<file path="src/rtl/run_match_arbiter_pkg.sv">
// Shared types for the run-match arbiter: the two-state scheduler encoding.
package run_match_arbiter_pkg;

  typedef enum logic {
    IDLE = 1'b0,
    RUN  = 1'b1
  } state_t;

endpackage

</file>
<file path="src/rtl/run_match_counter.sv">
// Equal-run counter: counts consecutive e=1 samples and flags the sample that
// completes a run of RUN_LEN.
module run_match_counter #(
  parameter int RUN_LEN = 4
) (
  input  logic Clock,
  input  logic Resetn,
  input  logic clr,
  input  logic e,
  output logic hit
);

  localparam int CW = $clog2(RUN_LEN + 1);

  logic [CW-1:0] cnt;

  // NOTE: state registers use non-blocking assignments so every flop samples pre-edge values.
  always_ff @(posedge Clock or negedge Resetn) begin
    if (!Resetn) begin
      cnt <= '0;
    end else if (clr || !e) begin
      cnt <= '0;
    end else if (cnt != CW'(RUN_LEN)) begin
      cnt <= cnt + 1'b1;
    end
  end

  assign hit = e && (cnt == CW'(RUN_LEN - 1));

endmodule

</file>
<file path="src/rtl/run_match_arbiter.sv">
// Round-robin arbiter sharing one run-length equality detector among N channels;
// reports match (done) or timeout for the granted channel, then rotates.
module run_match_arbiter
  import run_match_arbiter_pkg::*;
#(
  parameter int N       = 4,
  parameter int RUN_LEN = 4,
  parameter int TIMEOUT = 16
) (
  input  logic                 Clock,
  input  logic                 Resetn,
  input  logic [N-1:0]         req,
  input  logic [N-1:0]         w1,
  input  logic [N-1:0]         w2,
  output logic [N-1:0]         gnt,
  output logic                 busy,
  output logic                 done,
  output logic                 timeout,
  output logic [$clog2(N)-1:0] done_id
);

  localparam int PW = $clog2(N);
  localparam int TW = $clog2(TIMEOUT + 1);

  state_t        state;
  logic [PW-1:0] ptr;
  logic [PW-1:0] g;
  logic [PW-1:0] pick;
  logic [PW-1:0] idx;
  logic [TW-1:0] timer;
  logic          found;
  logic          e;
  logic          hit;
  logic          grant_now;
  logic          timer_end;

  // NOTE: every variable written here gets a default first, so no latch is inferred.
  always_comb begin
    pick  = ptr;
    found = 1'b0;
    idx   = '0;
    for (int k = 0; k < N; k++) begin
      idx = PW'((int'(ptr) + k) % N);
      if (!found && req[idx]) begin
        found = 1'b1;
        pick  = idx;
      end
    end
  end

  assign e         = ~(w1[g] ^ w2[g]);
  assign grant_now = (state == IDLE) && (|req);
  assign timer_end = (timer == TW'(TIMEOUT - 1));
  assign busy      = (state == RUN);

  run_match_counter #(.RUN_LEN(RUN_LEN)) u_counter (
    .Clock  (Clock),
    .Resetn (Resetn),
    .clr    (grant_now),
    .e      (e),
    .hit    (hit)
  );

  always_ff @(posedge Clock or negedge Resetn) begin
    if (!Resetn) begin
      state   <= IDLE;
      gnt     <= '0;
      g       <= '0;
      ptr     <= '0;
      timer   <= '0;
      done    <= 1'b0;
      timeout <= 1'b0;
      done_id <= '0;
    end else begin
      done    <= 1'b0;
      timeout <= 1'b0;
      unique case (state)
        IDLE: begin
          if (grant_now) begin
            gnt   <= {{(N-1){1'b0}}, 1'b1} << pick;
            g     <= pick;
            ptr   <= (pick == PW'(N - 1)) ? '0 : pick + 1'b1;
            timer <= '0;
            state <= RUN;
          end
        end
        RUN: begin
          timer <= timer + 1'b1;
          // A dropped request releases silently and outranks a same-edge match.
          if (!req[g]) begin
            gnt   <= '0;
            state <= IDLE;
          end else if (hit) begin
            done    <= 1'b1;
            done_id <= g;
            gnt     <= '0;
            state   <= IDLE;
          end else if (timer_end) begin
            timeout <= 1'b1;
            done_id <= g;
            gnt     <= '0;
            state   <= IDLE;
          end
        end
        default: state <= IDLE;
      endcase
    end
  end

endmodule

</file>
<file path="config.mk">
export PLATFORM = sky130hd
export DESIGN_NAME = run_match_arbiter
export DESIGN_NICKNAME = d
export VERILOG_FILES = /design/src/rtl/run_match_arbiter_pkg.sv /design/src/rtl/run_match_counter.sv /design/src/rtl/run_match_arbiter.sv
export SDC_FILE = /design/constraint.sdc
export NUM_CORES = 1
export LEC_CHECK = 0
export CAP_MARGIN = 20
export CORE_MARGIN = 2
export CORE_UTILIZATION = 30
export DETAILED_ROUTE_END_ITERATION = 16
export PLACE_DENSITY = 0.56
export RECOVER_POWER = 100
export SKIP_LAST_GASP = 1
export SYNTH_ARGS = -nofsm -noshare
export SYNTH_HDL_FRONTEND = slang
export SYNTH_SLANG_ARGS = --single-unit
</file>
<file path="constraint.sdc">
create_clock -name Clock -period 2.52 [get_ports Clock]
set_input_delay 0.504 -clock Clock [delete_from_list [all_inputs] [get_ports Clock]]
set_output_delay 0.504 -clock Clock [all_outputs]
set_load 0.03 [all_outputs]
</file>
==> impl_metrics.yaml, run 1 <==
status:
  outcome: "finished clean"
worst_hold_path:
  hold_depth: 2
  min-delay-start: "timer[4]"
  min_delay_worst_endpoint: "timer[4]"
  hp-class: "flop to flop"
route:
  wire_per_inst_um: 13.6
  ant_nets: 0
  drc: 0
  first_pass_iters: 6
  vias_per_cell: 5.24
  via_count: 1095
  drtIter0Drc: 32
  wl_um: 2850
timing:
  worstMarginPinSlew_ps: 1180
  finClkSkew_ps: 3.65
  setup_violations: 0
  slew_viol_final: 0
  fin_setup_tns_ps: 0
  hold_viol: 0
  max-slew-margin-rel_pct: 21.4
  fin_crit_ps: 2200
  fmaxAchievable_ghz: 0.455
  rsz0062_at_grt: "false"
  period_share_pct: 87.1
finish:
  multiInputGateArea_um2: 698
  seq_area_um2: 526
  final_nets: 183
  syn_to_final_growth_pct: 24.2
  final_cell_mix: "21 x dfrtp_1, 16 x nand2_1, 11 x dlygate4sd3_1, 11 x clkdlybuf4s50_1"
  final_util_pct: 39.3
  fillers: 417
  layout_commonest_cell: "dfrtp_1"
  antennaDiodeCount: 0
  drive_gt1_share_pct: 7.55
setup_path:
  cp_slowest_cell: "dlygate4sd3_1"
  cp.required_ps: 2670
  cp_max_fo: 8
  reg2reg_depth: 4
  path_cells: "dlygate4sd3_1, nor2b_1, o21ai_0, o221a_1, ha_1, mux2_1"
  r2r_end: "done_id[1]"
  r2r_slack_ps: 660
  reg2reg_from: "g[1]"
  startpoint_type: "input pin"
  max_stage_delay_ps: 670
  endpoint_kind: "flop"
  worstPathArrival_ps: 2340
  crit_type: "input pin to flop"
clocking:
  cts_hold_buffers: 0
  cts_buffers: 3
  cts-resized-gates: 0
  clock_path_buffers: 2
  htreeDepth: 1
  clock-sinks: 21
  root_buffer: "clkbuf_8"
  cts_setup_buffers: 0
  clkSlewWorstSetupHoldPaths_ps: 70
  cts_tree: "done"
  clock_latency_ps: 260
placement:
  port_buffers: 22
  dp_hpwl_um: 2160
  place_congestion: 0.762
global_routing:
  grt_overflow: 0
  grt_pass1_wl_um: 4910
  grtUsageTotal_pct: 12.6
  grt_pass1_vias: 1063
  grt_max_degree: 22
  antenna_found_initial: 0
floorplan:
  start_util_pct: 31.7
  num_io_pins: 23
  dieWidth_um: 69.7
  coreArea_mm2: 0.00409
  fp.dieH_um: 69.7
  fp.dieArea_mm2: 0.00486
  rows: 23
job:
  maxCapViolations: 0
yosys:
  synth.largest_area_cell: "dfrtp_1"
  synth.area.top_cells: "dfrtp_1 41%, ha_1 8.7%, nand4_1 4.8%"
  yosys_warnings: 0
  synthesis.area_mm2: 0.00129
  async_flop_share_pct: 100
  synth-seq-area-share_pct: 40.6
  ys_seq_elements: 21
  synth.distinct_cells: 41
  yosys.area.top_type_share_pct: 40.6
  synthCells: 134
  synth_ff_type: "dfrtp_1"
  syn_nets: 157
  syn_area_per_cell_um2: 9.66
  synth_enable_flop_cells: 0
pwr:
  p_leak_nw: 0.707
  peakVddDrop_mv: 0.377
  power_density_mw_per_mm2: 906
==> sequential cells by signal, summed over array words and instances (netlist names) <==
name,count
busy,1
done,1
done_id,2
g,2
gnt,4
ptr,2
timeout,1
timer,5
u_counter.cnt,3
==> worst max-delay path, delay by kind of cell <==
kind                     cells  cell delay, ps
buffers and inverters        1             670
AO/OA/AOI/OAI                2             530
multiplexers                 1             290
adder cells (fa/ha/maj)      1             260
AND/OR/NAND/NOR              1              80
==> cell families (layout without fill, tap and decap cells) <==
group                    after synthesis  in the layout  share of synthesized area, %
AO/OA/AOI/OAI                         21             21                          12.0
XOR/XNOR                               5              5                          3.38
adder cells (fa/ha/maj)                9              9                          8.70
buffers and inverters                 15             40                          5.22
flip-flops                            21             21                          40.6
multiplexers                           6              6                          6.38
AND/OR/NAND/NOR                       57             57                          23.8
==> final cells by class <==
class / count / area share [%]
Clock buffer: 4 / 2.80
Inverter: 10 / 2.33
Multi-Input combinational cell: 98 / 43.4
Sequential cell: 21 / 32.7
Tap cell: 50 / 3.89
Timing Repair Buffer: 26 / 14.9
==> through the flow <==
stage	hold slack [ps]	power, W	instance area (um2)	cells	worst slack [ps]
2_1_floorplan	208	0.00108	1290	134	811
3_3_place_gp	471	0.00125	1580	205	241
3_5_place_dp	471	0.00128	1580	205	165
4_1_cts	488	0.00151	1620	209	430
5_1_grt	529	0.00159	1610	209	186
6_report	484	0.00146	1610	209	325
==> worst max path at each step <==
stage / from / endpoint / slack [ps]
floorplan: req[2] / ptr[1] / 810
global placement: req[3] / ptr[1] / 240
detailed placement: req[3] / ptr[1] / 170
CTS: req[3] / ptr[1] / 430
global route: req[3] / ptr[1] / 190
finish: req[3] / ptr[1] / 320
==> per-layer routing <==
layer	share of wire (%)	GRT usage, %
met5	0	0
met4	0.77	2.99
met3	4.1	3.78
met2	50	21.7
met1	45	15.4
==> cells in the mapped netlist, types with 2 or more instances <==
library cell and instances:
mux2_2 2, nor2b_1 5, ha_1 9, nand2_1 16
o211ai_1 3, nor2_1 4, a21oi_2 2, mux2_1 2
o21ai_0 7, inv_1 10, xor2_1 4, and3_1 2
dfrtp_1 21, nand3_1 9, nand4_1 10, buf_2 2
and2_1 2
==> power breakdown <==
part           internal (W)  switching [W]  leakage, nW
sequential         0.000439       0.000132        0.263
clock              0.000113       0.000106       0.0228
combinational      0.000302       0.000364        0.421
total              0.000854       0.000602        0.707
Note: power is estimated with default switching activity, not from simulation.
==> inputs of run 2 (changes only) <==
CORE_MARGIN = 1.5   (was 2)
==> run 2 against run 1 <==
Effect of this change:
- clock skew down 2.7 ps
- final cell count down 0.48%
- cell area down 0.54%
- maximum frequency up 1.3%
- clock power up 2%
- critical path depth down 1
- die area down 2.8%
- sequential cell count unchanged
- worst hold slack better by 3.4 ps
- highest routed layer is now met3
==> impl_metrics.yaml, run 2 (same netlist as run 1, synthesis figures left out) <==
setup_path:
  critPathLaunch: "req[3]"
  worstPathArrival_ps: 2300
  cp_max_fo: 15
  startpoint_type: "input pin"
  cp.required_ps: 2660
  max_stage_delay_ps: 630
  reg2reg_from: "timer[0]"
  cp_slowest_cell: "dlygate4sd3_1"
  crit_type: "input pin to flop"
  path_cells: "dlygate4sd3_1, mux2_4, a22o_1, a311oi_1, o211ai_1"
  reg2reg_depth: 7
  endpoint_kind: "flop"
placement:
  placed_cells: 204
  placed_area_mm2: 0.00157
  place_congestion: 0.718
  port_buffers: 22
  dp_hpwl_um: 2090
finish:
  layout_commonest_cell: "dfrtp_1"
  fin_area_mm2: 0.00160
  reg_top3: "timer x5, gnt x4, u_counter.cnt x3"
  final_nets: 182
  final_cell_mix: "21 x dfrtp_1, 16 x nand2_1, 11 x dlygate4sd3_1, 11 x clkdlybuf4s50_1"
  layout.cells.non_filler: 208
  syn_to_final_growth_pct: 23.5
  top_register: "timer"
  antennaDiodeCount: 0
  largest_reg_flops: 5
  drive_gt1_share_pct: 7.59
route:
  vias_per_cell: 5.08
  wl_um: 2760
  wire_per_inst_um: 13.3
  drtIter0Drc: 18
  via_count: 1056
  ant_nets: 0
  first_pass_iters: 3
  drc: 0
status:
  outcome: "finished clean"
clocking:
  htreeDepth: 1
  cts_tree: "done"
  clock-sinks: 21
  root_buffer: "clkbuf_8"
  cts_setup_buffers: 0
  cts_buffers: 3
  clock_path_buffers: 2
  cts-resized-gates: 0
  clkSlewWorstSetupHoldPaths_ps: 80
  cts_hold_buffers: 0
  clock_latency_ps: 260
floorplan:
  num_io_pins: 23
  fp.dieH_um: 68.7
  fp.dieArea_mm2: 0.00472
  start_util_pct: 31.7
  dieWidth_um: 68.7
  coreArea_mm2: 0.00409
  rows: 23
pwr:
  seqPwrFrac_pct: 38.9
  p_leak_nw: 0.710
  p_total_w: 0.00146
  p_int_w: 0.000860
  power_frac_comb_pct: 45.8
  peakVddDrop_mv: 0.502
  netSwitchingPower_w: 0.000596
  swShare_pct: 40.9
  power_density_mw_per_mm2: 911
  clock_power_share_pct: 15.3
timing:
  setup_violations: 0
  slew_viol_final: 0
  period_share_pct: 86.0
  fin_crit_ps: 2170
  fin_setup_tns_ps: 0
  max-slew-margin-rel_pct: 22.6
  rsz0062_at_grt: "false"
  worstMarginPinSlew_ps: 1160
  hold_viol: 0
  finClkSkew_ps: 0.953
  fmaxAchievable_ghz: 0.462
job:
  maxCapViolations: 0
global_routing:
  grtUsageTotal_pct: 13.7
  grt_pass1_wl_um: 4880
  grt_max_degree: 22
  antenna_found_initial: 0
  grt_overflow: 0
  grt_pass1_vias: 1077
worst_hold_path:
  hp-class: "flop to flop"
  min-delay-start: "timer[4]"
  hold_depth: 2
run 2: cell types whose count changed in the layout (fill, tap and decap cells not counted), sizes merged:
| cell | before | now |
|---|---|---|
| clkbuf | 8 | 6 |
| buf | 0 | 1 |
run 2: through the flow:
step | utilization (%) | worst slack (ps) | hold slack, ps
floorplan | - | 811 | 208
global placement | 38.4 | 237 | 469
detailed placement | 38.4 | 186 | 471
CTS | 39.5 | 470 | 489
global route | 39.1 | 179 | 539
finish | 39.1 | 353 | 488
run 2: critical path: cells and delay by family:
family          cells  cell delay, ps
compound gates      3             860
buf+inv             1             630
mux                 1             300
run 2: worst paths after layout:
| check | end | slack [ps] |
|---|---|---|
| min | timer[4] | 490 |
| max | done_id[1] | 350 |
| min reg2reg | timer[4] | 490 |
| max in group asynchronous | gnt[0] | 840 |
| min in group asynchronous | timer[2] | 990 |
| max reg2reg | done_id[0] | 680 |
run 2: final cells by class:
class / count / area [um2]
inverters: 10 / 37.5
well taps: 50 / 62.6
flip-flops and latches: 21 / 526
clock buffers: 4 / 45.0
repair buffers: 25 / 235
multi-input cells: 98 / 693
fillers: 408 / 2490
run 2: layer usage:
| metal | share of wire, % | track usage (%) | up-vias | routed length, um |
|---|---|---|---|---|
| li1 | - | - | 525 | - |
| met1 | 49 | 17.2 | 516 | 1350 |
| met2 | 48 | 23.8 | 15 | 1330 |
| met3 | 2.9 | 3.90 | 0 | 81 |
| met4 | 0 | 1.96 | 0 | 0 |
| met5 | 0 | 0 | - | 0 |
run 2: power groups by stage:
stage | logic (W) | registers, W | clock network (W)
after global routing | 0.000753 | 0.000588 | 0.000247
after floorplan | 0.000498 | 0.000582 | 0
after CTS | 0.000699 | 0.000566 | 0.000232
final | 0.000667 | 0.000566 | 0.000223
after detailed placement | 0.000696 | 0.000571 | 0
after global placement | 0.000675 | 0.000567 | 0
